$ cat src/rtl/aes_pkg.sv
// Shared state type, block geometry and default timeout for the AES stream adapter.
package aes_pkg;

  typedef enum logic [1:0] {
    LOAD  = 2'd0,
    START = 2'd1,
    WAIT  = 2'd2,
    DRAIN = 2'd3
  } state_t;

  localparam int WORDS_PER_BLOCK = 4;
  localparam int DEFAULT_TIMEOUT = 64;

  // Word 0 is the most significant 32 bits of the block.
  function automatic logic [31:0] blockWord(input logic [127:0] blk, input logic [1:0] idx);
    logic [31:0] word;
    case (idx)
      2'd0:    word = blk[127:96];
      2'd1:    word = blk[95:64];
      2'd2:    word = blk[63:32];
      default: word = blk[31:0];
    endcase
    return word;
  endfunction

endpackage

$ cat src/rtl/aes_stream_adapter.sv
// Packs four 32-bit stream words into a 128-bit AES core block, runs the core once,
// and streams the 128-bit result back out as four words with a WAIT-state timeout.
module aes_stream_adapter
  import aes_pkg::*;
#(
  parameter int TIMEOUT = DEFAULT_TIMEOUT,
  parameter int WORD_W  = 32
) (
  input  logic              clk,
  input  logic              reset,
  input  logic              in_valid,
  output logic              in_ready,
  input  logic [WORD_W-1:0] in_data,
  input  logic              in_enc_dec,
  input  logic [1:0]        in_mode,
  output logic              core_start,
  output logic              core_enc_dec,
  output logic [1:0]        core_mode,
  output logic [127:0]      core_data_in,
  input  logic [127:0]      core_data_out,
  input  logic              core_done,
  output logic              out_valid,
  input  logic              out_ready,
  output logic [WORD_W-1:0] out_data,
  output logic              out_last,
  output logic              err
);

  localparam int TW = $clog2(TIMEOUT) + 1;
  localparam logic [1:0] LAST_IDX = 2'(WORDS_PER_BLOCK - 1);

  state_t        r_state;
  logic [1:0]    r_inCnt;
  logic [1:0]    r_outCnt;
  logic [TW-1:0] r_timer;
  logic [127:0]  r_block;
  logic [127:0]  r_result;
  logic          r_encDec;
  logic [1:0]    r_mode;
  logic          r_err;

  logic w_inFire;
  logic w_outFire;

  // Handshake strobes and stream outputs are decoded straight from registered state.
  assign in_ready     = (r_state == LOAD);
  assign out_valid    = (r_state == DRAIN);
  assign core_start   = (r_state == START);
  assign w_inFire     = in_valid && in_ready;
  assign w_outFire    = out_valid && out_ready;
  assign out_data     = blockWord(r_result, r_outCnt);
  assign out_last     = out_valid && (r_outCnt == LAST_IDX);
  assign core_data_in = r_block;
  assign core_enc_dec = r_encDec;
  assign core_mode    = r_mode;
  assign err          = r_err;

  always_ff @(posedge clk) begin
    if (!reset) begin
      r_state  <= LOAD;
      r_inCnt  <= 2'd0;
      r_outCnt <= 2'd0;
      r_timer  <= '0;
      r_block  <= '0;
      r_result <= '0;
      r_encDec <= 1'b0;
      r_mode   <= 2'd0;
      r_err    <= 1'b0;
    end else begin
      case (r_state)
        LOAD: begin
          if (w_inFire) begin
            // Shifting left leaves word 0 in the top 32 bits after four transfers.
            r_block <= {r_block[127-WORD_W:0], in_data};
            if (r_inCnt == 2'd0) begin
              r_encDec <= in_enc_dec;
              r_mode   <= in_mode;
            end
            r_inCnt <= r_inCnt + 2'd1;
            if (r_inCnt == LAST_IDX) r_state <= START;
          end
        end
        START: begin
          r_timer <= '0;
          r_state <= WAIT;
        end
        WAIT: begin
          // A done in the final allowed cycle still wins over the timeout.
          if (core_done) begin
            r_result <= core_data_out;
            r_state  <= DRAIN;
          end else if (r_timer == TW'(TIMEOUT - 1)) begin
            r_err   <= 1'b1;
            r_state <= LOAD;
          end else begin
            r_timer <= r_timer + 1'b1;
          end
        end
        DRAIN: begin
          if (w_outFire) begin
            r_outCnt <= r_outCnt + 2'd1;
            if (r_outCnt == LAST_IDX) r_state <= LOAD;
          end
        end
        default: r_state <= LOAD;
      endcase
    end
  end

endmodule

$ cat config.mk
export PLATFORM = sky130hd
export DESIGN_NAME = aes_stream_adapter
export DESIGN_NICKNAME = d
export VERILOG_FILES = /design/src/rtl/aes_pkg.sv /design/src/rtl/aes_stream_adapter.sv
export SDC_FILE = /design/constraint.sdc
export NUM_CORES = 1
export LEC_CHECK = 0
export ABC_CLOCK_PERIOD_IN_PS = 3350
export CORE_ASPECT_RATIO = 1.2
export CORE_MARGIN = 2
export CORE_UTILIZATION = 52
export CTS_BUF_LIST = sky130_fd_sc_hd__clkbuf_8
export DETAILED_ROUTE_END_ITERATION = 7
export PLACE_DENSITY = 0.91
export SETUP_SLACK_MARGIN = 0.05
export SKIP_CTS_REPAIR_TIMING = 1
export SYNTH_ARGS = -nofsm -noshare
export SYNTH_HDL_FRONTEND = slang
export SYNTH_SLANG_ARGS = --single-unit
$ cat constraint.sdc
create_clock -name clk -period 3.35 [get_ports clk]
set_input_delay 0.67 -clock clk [delete_from_list [all_inputs] [get_ports clk]]
set_output_delay 0.67 -clock clk [all_outputs]
set_load 0.005 [all_outputs]
# Word-level counts from Yosys, hierarchy flattened
# Cells that the tools add are included.
# totals
regBits,273
out_inout_bits,168
elab_cells,53
# op_classes
addsub,3
n_eq_ne,15
n_mux,11
n_bitwise,1
n_reduce_logical,14
# ops
op,count
32-bit one-hot mux with 3 select lines,1
7-bit two-way mux,2
7-bit one-hot mux with 2 select lines,1
2-bit two-way mux,6
"2-bit == test, second input constant",5
3-bit AND reduction,3
"2-bit by 1-bit inequality test with 1-bit output, second input constant",4
2-bit one-hot mux with 4 select lines,1
"7-bit by 1-bit adder with 7-bit output, second input constant",1
"7-bit by 6-bit == test with 1-bit output, second input constant",1
2-bit logical NOT,3
2-bit AND reduction,3
5-bit AND reduction,1
"2-bit by 1-bit adder with 2-bit output, second input constant",2
"2-bit by 1-bit == test with 1-bit output, second input constant",2
"2-bit inequality test, second input constant",2
1-bit logical AND,3
"3-bit inequality test, second input constant",1
2-bit nonzero test,1
1-bit inverter,1

# Logic depth before layout (Yosys ltp)
# depth
ltp_word,4
mapped_depth,8
mapped_depth_nobuf,6

# Worst setup path after synthesis
# OpenSTA, ideal clock, no wires.
# synth_timing
path_kind,reg2out
from,register r_outCnt[0]
to,output out_data[0]
t_arrival_ps,1306
required_time_ps,2680
slack_ps,1374
stages_incl_launch_ff,6
n_path_buf,1
path_cell_list,dfxtp_1 > inv_1 > ha_1 > clkbuf_1 > a222oi_1 > mux2i_1
# synth_between
elab_chain_cells,2
word_cells_on_any_way,4
cone_classes,eq/ne (2); mux (1); reduce/logical (1)
# synth_rtl
element,line_no,rtl
"start, declared",aes_stream_adapter.sv:34,logic [1:0] r_outCnt;
"start signal, assigned",aes_stream_adapter.sv:101,r_outCnt <= r_outCnt + 2'd1;
"2-bit == test, or another cell as far along",aes_pkg.sv:17,case (idx)
32-bit one-hot mux with 3 select lines (*),aes_pkg.sv:17,
"end, declared",aes_stream_adapter.sv:24,"output logic [WORD_W-1:0] out_data,"
# Every way passes the cells marked *; elsewhere a longest branch is shown, timed or not.

# Worst setup path after layout
# layout_timing
from,register r_outCnt[1]
to,output out_data[7]
# Same word-level chain as after synthesis.

==> impl_results.html <==
<table>
<tr><th>Metric</th><th>Value</th></tr>
<tr><th colspan="2">Logic synthesis</th></tr>
<tr><td>Distinct cell type count of the synthesized netlist</td><td>40</td></tr>
<tr><td>Count of warnings emitted by yosys</td><td>0</td></tr>
<tr><td>Most numerous cell types in the synthesized netlist</td><td>530 x sky130_fd_sc_hd__nand2_1, 273 x sky130_fd_sc_hd__dfxtp_1, 134 x sky130_fd_sc_hd__a21boi_0</td></tr>
<tr><td>Synth Flop Type</td><td>sky130_fd_sc_hd__dfxtp_1</td></tr>
<tr><td>Fraction of the yosys area taken by sequential cells</td><td>0.491</td></tr>
<tr><td>Most common cell in the netlist</td><td>sky130_fd_sc_hd__nand2_1</td></tr>
<tr><td>Synthesized flop and latch total</td><td>273</td></tr>
<tr><td>EDFF count, synth</td><td>0</td></tr>
<tr><td>Most area-hungry cell type in the Yosys netlist</td><td>sky130_fd_sc_hd__dfxtp_1</td></tr>
<tr><td>Average cell area after synthesis</td><td>8.39 um2</td></tr>
<tr><td>Cells after synthesis</td><td>1327</td></tr>
<tr><td>Portion of synthesized cell area occupied by the leading cell type</td><td>0.491</td></tr>
<tr><td>Net count after synthesis</td><td>1507</td></tr>
<tr><td>Cell area after synthesis</td><td>11100 um2</td></tr>
<tr><td>Ys async rst share</td><td>0</td></tr>
<tr><td>Largest cells by area after synthesis</td><td>sky130_fd_sc_hd__dfxtp_1 49%, sky130_fd_sc_hd__nand2_1 18%, sky130_fd_sc_hd__a21boi_0 9.0%</td></tr>
<tr><th colspan="2">STA</th></tr>
<tr><td>Number of hold-slack violations in the final timing report</td><td>0</td></tr>
<tr><td>Post-route fraction of the period consumed by the critical path</td><td>0.930</td></tr>
<tr><td>Total of endpoints with negative setup slack in the final report</td><td>0</td></tr>
<tr><td>Skew final</td><td>9.37 ps</td></tr>
<tr><td>Final critical path time including I/O delays and setup</td><td>3120 ps</td></tr>
<tr><td>Worst slew margin</td><td>0.582</td></tr>
<tr><td>Number of pins with negative max-slew slack in the final report</td><td>0</td></tr>
<tr><td>Final total negative setup slack</td><td>0 ps</td></tr>
<tr><td>Setup repair after global routing missed its margin</td><td>no</td></tr>
<tr><td>Pin slew with the least headroom to its limit</td><td>620 ps</td></tr>
<tr><td>Max Clock Freq</td><td>321 MHz</td></tr>
<tr><th colspan="2">Global route</th></tr>
<tr><td>Congestion Overflow GR</td><td>0</td></tr>
<tr><td>Via count of the first global-routing pass</td><td>10095</td></tr>
<tr><td>Total routing usage reported by global routing</td><td>0.283</td></tr>
<tr><td>Number of antenna violations at the first check in global routing</td><td>1</td></tr>
<tr><td>Largest net degree at the start of global routing</td><td>140</td></tr>
<tr><td>First-pass GRT wire length</td><td>50.9 mm</td></tr>
<tr><th colspan="2">Pwr</th></tr>
<tr><td>Fraction of power consumed by the clock network</td><td>0.361</td></tr>
<tr><td>Areal power density over the cells</td><td>491 nW/um2</td></tr>
<tr><td>Peak supply drop</td><td>446 uV</td></tr>
<tr><td>Combinational group share of total power</td><td>0.168</td></tr>
<tr><td>P_sw</td><td>1.99 mW</td></tr>
<tr><td>Share of power burned in registers</td><td>0.470</td></tr>
<tr><td>Cell Int Power</td><td>5.62 mW</td></tr>
<tr><td>Share of total power consumed by net switching</td><td>0.261</td></tr>
<tr><td>Leak pwr</td><td>5.31 nW</td></tr>
<tr><th colspan="2">Placed design</th></tr>
<tr><td>Last weighted congestion value of the routability-driven placer</td><td>0.919</td></tr>
<tr><td>Port bufs</td><td>335</td></tr>
<tr><td>Dpl hpwl</td><td>21.9 mm</td></tr>
<tr><th colspan="2">Routing</th></tr>
<tr><td>Antenna Nets Post-Route</td><td>0</td></tr>
<tr><td>Total number of vias</td><td>10266</td></tr>
<tr><td>Wire length per cell after detailed routing</td><td>17.1 um</td></tr>
<tr><td>TritonRoute pass-1 iters</td><td>5</td></tr>
<tr><td>Number of violations reported at the end of detailed-routing iteration 0</td><td>713</td></tr>
<tr><td>Per-cell via count in the routed design</td><td>5.34</td></tr>
<tr><td>Detailed Route WL</td><td>32.9 mm</td></tr>
<tr><td>Remaining DRCs</td><td>0</td></tr>
<tr><th colspan="2">Cells and area</th></tr>
<tr><td>Final core utilization</td><td>0.739</td></tr>
<tr><td>Reg area</td><td>5470 um2</td></tr>
<tr><td>Area occupied by multi-input gates</td><td>5110 um2</td></tr>
<tr><td>Nets</td><td>1802</td></tr>
<tr><td>Fraction of layout cells with a size suffix above 1</td><td>0.0527</td></tr>
<tr><td># diodes</td><td>0</td></tr>
<tr><td>Area growth from synthesis to layout</td><td>39.1%</td></tr>
<tr><td>Fill cell total of the finished layout</td><td>1431</td></tr>
<tr><th colspan="2">Worst setup path</th></tr>
<tr><td>Kind of critical path</td><td>reg2out</td></tr>
<tr><td>Required time of the worst setup path</td><td>2680 ps</td></tr>
<tr><td>CP Capture Type</td><td>output port</td></tr>
<tr><td>Crit path arrival time</td><td>2450 ps</td></tr>
<tr><td>Critical Path Start Type</td><td>flip-flop</td></tr>
<tr><td>Largest fanout on the critical path</td><td>32</td></tr>
<tr><th colspan="2">Floorplan</th></tr>
<tr><td>Horiz. Die Dim</td><td>138 um</td></tr>
<tr><td>CORE AREA</td><td>21000 um2</td></tr>
<tr><td>Row cnt</td><td>58</td></tr>
<tr><td>Initial Util</td><td>0.531</td></tr>
<tr><td>Y dimension of the die</td><td>164 um</td></tr>
<tr><td>Total die area</td><td>22600 um2</td></tr>
<tr><td>Number of top-level pins</td><td>336</td></tr>
<tr><th colspan="2">Hold path</th></tr>
<tr><td>Class of the most critical hold timing path</td><td>reg2reg</td></tr>
<tr><th colspan="2">Clock tree</th></tr>
<tr><td>Clock net sink count</td><td>273</td></tr>
<tr><td>Number of buffers added by the clock tree synthesis step</td><td>43</td></tr>
<tr><td>CTS clock-pin slew for the worst setup and hold paths</td><td>60 ps</td></tr>
<tr><td>CTS max path bufs</td><td>3</td></tr>
<tr><td>CTS Root Cell</td><td>sky130_fd_sc_hd__clkbuf_8</td></tr>
<tr><td>Latest clock arrival within the worst-skew pair</td><td>510 ps</td></tr>
<tr><td>TritonCTS clock tree</td><td>built</td></tr>
<tr><td>CTS H-Tree Depth</td><td>2</td></tr>
<tr><th colspan="2">Status</th></tr>
<tr><td>Status</td><td>completed</td></tr>
<tr><th colspan="2">Job</th></tr>
<tr><td>Max-Cap Viols</td><td>0</td></tr>
</table>
==> stage by stage <==
step / instance area (um2) / power, mW / instances / hold WS [ps] / setup slack (ps)
after floorplan: 11100 / 4.20 / 1327 / 434 / 1370
after global placement: 14600 / 4.88 / 1847 / 440 / 725
after detailed placement: 14600 / 4.91 / 1847 / 445 / 634
after CTS: 15500 / 7.67 / 1921 / 453 / 62.6
after global routing: 15500 / 7.93 / 1921 / 468 / 62.9
final: 15500 / 7.61 / 1921 / 452 / 234
==> registers in the layout, summed over array words and instances, names as in the netlist <==
name	flops
r_timer	7
r_result	128
core_data_in	128
r_state	2
core_mode	2
r_inCnt	2
core_enc_dec	1
r_outCnt	2
err	1
==> placed cells by master (no fill, tap or decap), drive strengths merged, types with 3 or more instances in the layout <==
| cell type | n |
|---|---|
| buf | 16 |
| and2 | 6 |
| nand3 | 5 |
| a222oi | 32 |
| nor2 | 4 |
| clkbuf | 51 |
| clkdlybuf4s50 | 334 |
| inv | 58 |
| nand2 | 531 |
| a21boi | 262 |
| mux2i | 33 |
| o22ai | 3 |
| dfxtp | 273 |
| clkinv | 4 |
| ha | 12 |
==> power by group through the flow <==
stage / sequential, mW / clock (mW) / combinational [mW]
2_1_floorplan: 3.63 / 0 / 0.576
3_3_place_gp: 3.64 / 0 / 1.25
3_5_place_dp: 3.64 / 0 / 1.27
4_1_cts: 3.58 / 2.81 / 1.29
5_1_grt: 3.60 / 2.93 / 1.40
6_report: 3.58 / 2.75 / 1.28
==> worst max-delay path: stages, from the launching register on <==
cell and delay [ps]:
sky130_fd_sc_hd__dfxtp_1 370, sky130_fd_sc_hd__inv_1 80, sky130_fd_sc_hd__ha_1 180, sky130_fd_sc_hd__buf_4 260
sky130_fd_sc_hd__a222oi_1 440, sky130_fd_sc_hd__mux2i_1 120, sky130_fd_sc_hd__clkdlybuf4s50_1 460
==> routing by layer <==
metal | vias up | wire length [um] | global-route usage
met5 | - | 11 | 0
met4 | 2 | 1240 | 0.127
met3 | 83 | 4020 | 0.109
met2 | 466 | 15300 | 0.469
met1 | 4756 | 12400 | 0.322
li1 | 4959 | - | -
==> final cells by class <==
type,count,area share
flip-flops and latches,273,0.353
multi-input cells,913,0.330
repair buffers,350,0.231
clock buffers,51,0.0453
well taps,270,0.0218
inverters,41,0.00993
clock inverters,23,0.00928
==> cells by family after synthesis <==
group,synth area share
XOR/XNOR,0.00315
adder cells (fa/ha/maj),0.0135
AND/OR/NAND/NOR,0.192
buffers and inverters,0.0528
multiplexers,0.0297
AO/OA/AOI/OAI,0.218
flip-flops,0.491
==> final timing paths <==
path | from | to | slack, ps | cells past startpoint
min | r_result[28] | r_result[28] | 450 | 2
min reg2reg | r_result[28] | r_result[28] | 450 | 2
max | r_outCnt[1] | out_data[7] | 230 | 6
max reg2reg | r_state[0] | r_result[87] | 1300 | 6
No activity file was read; power rests on OpenSTA's default activity.
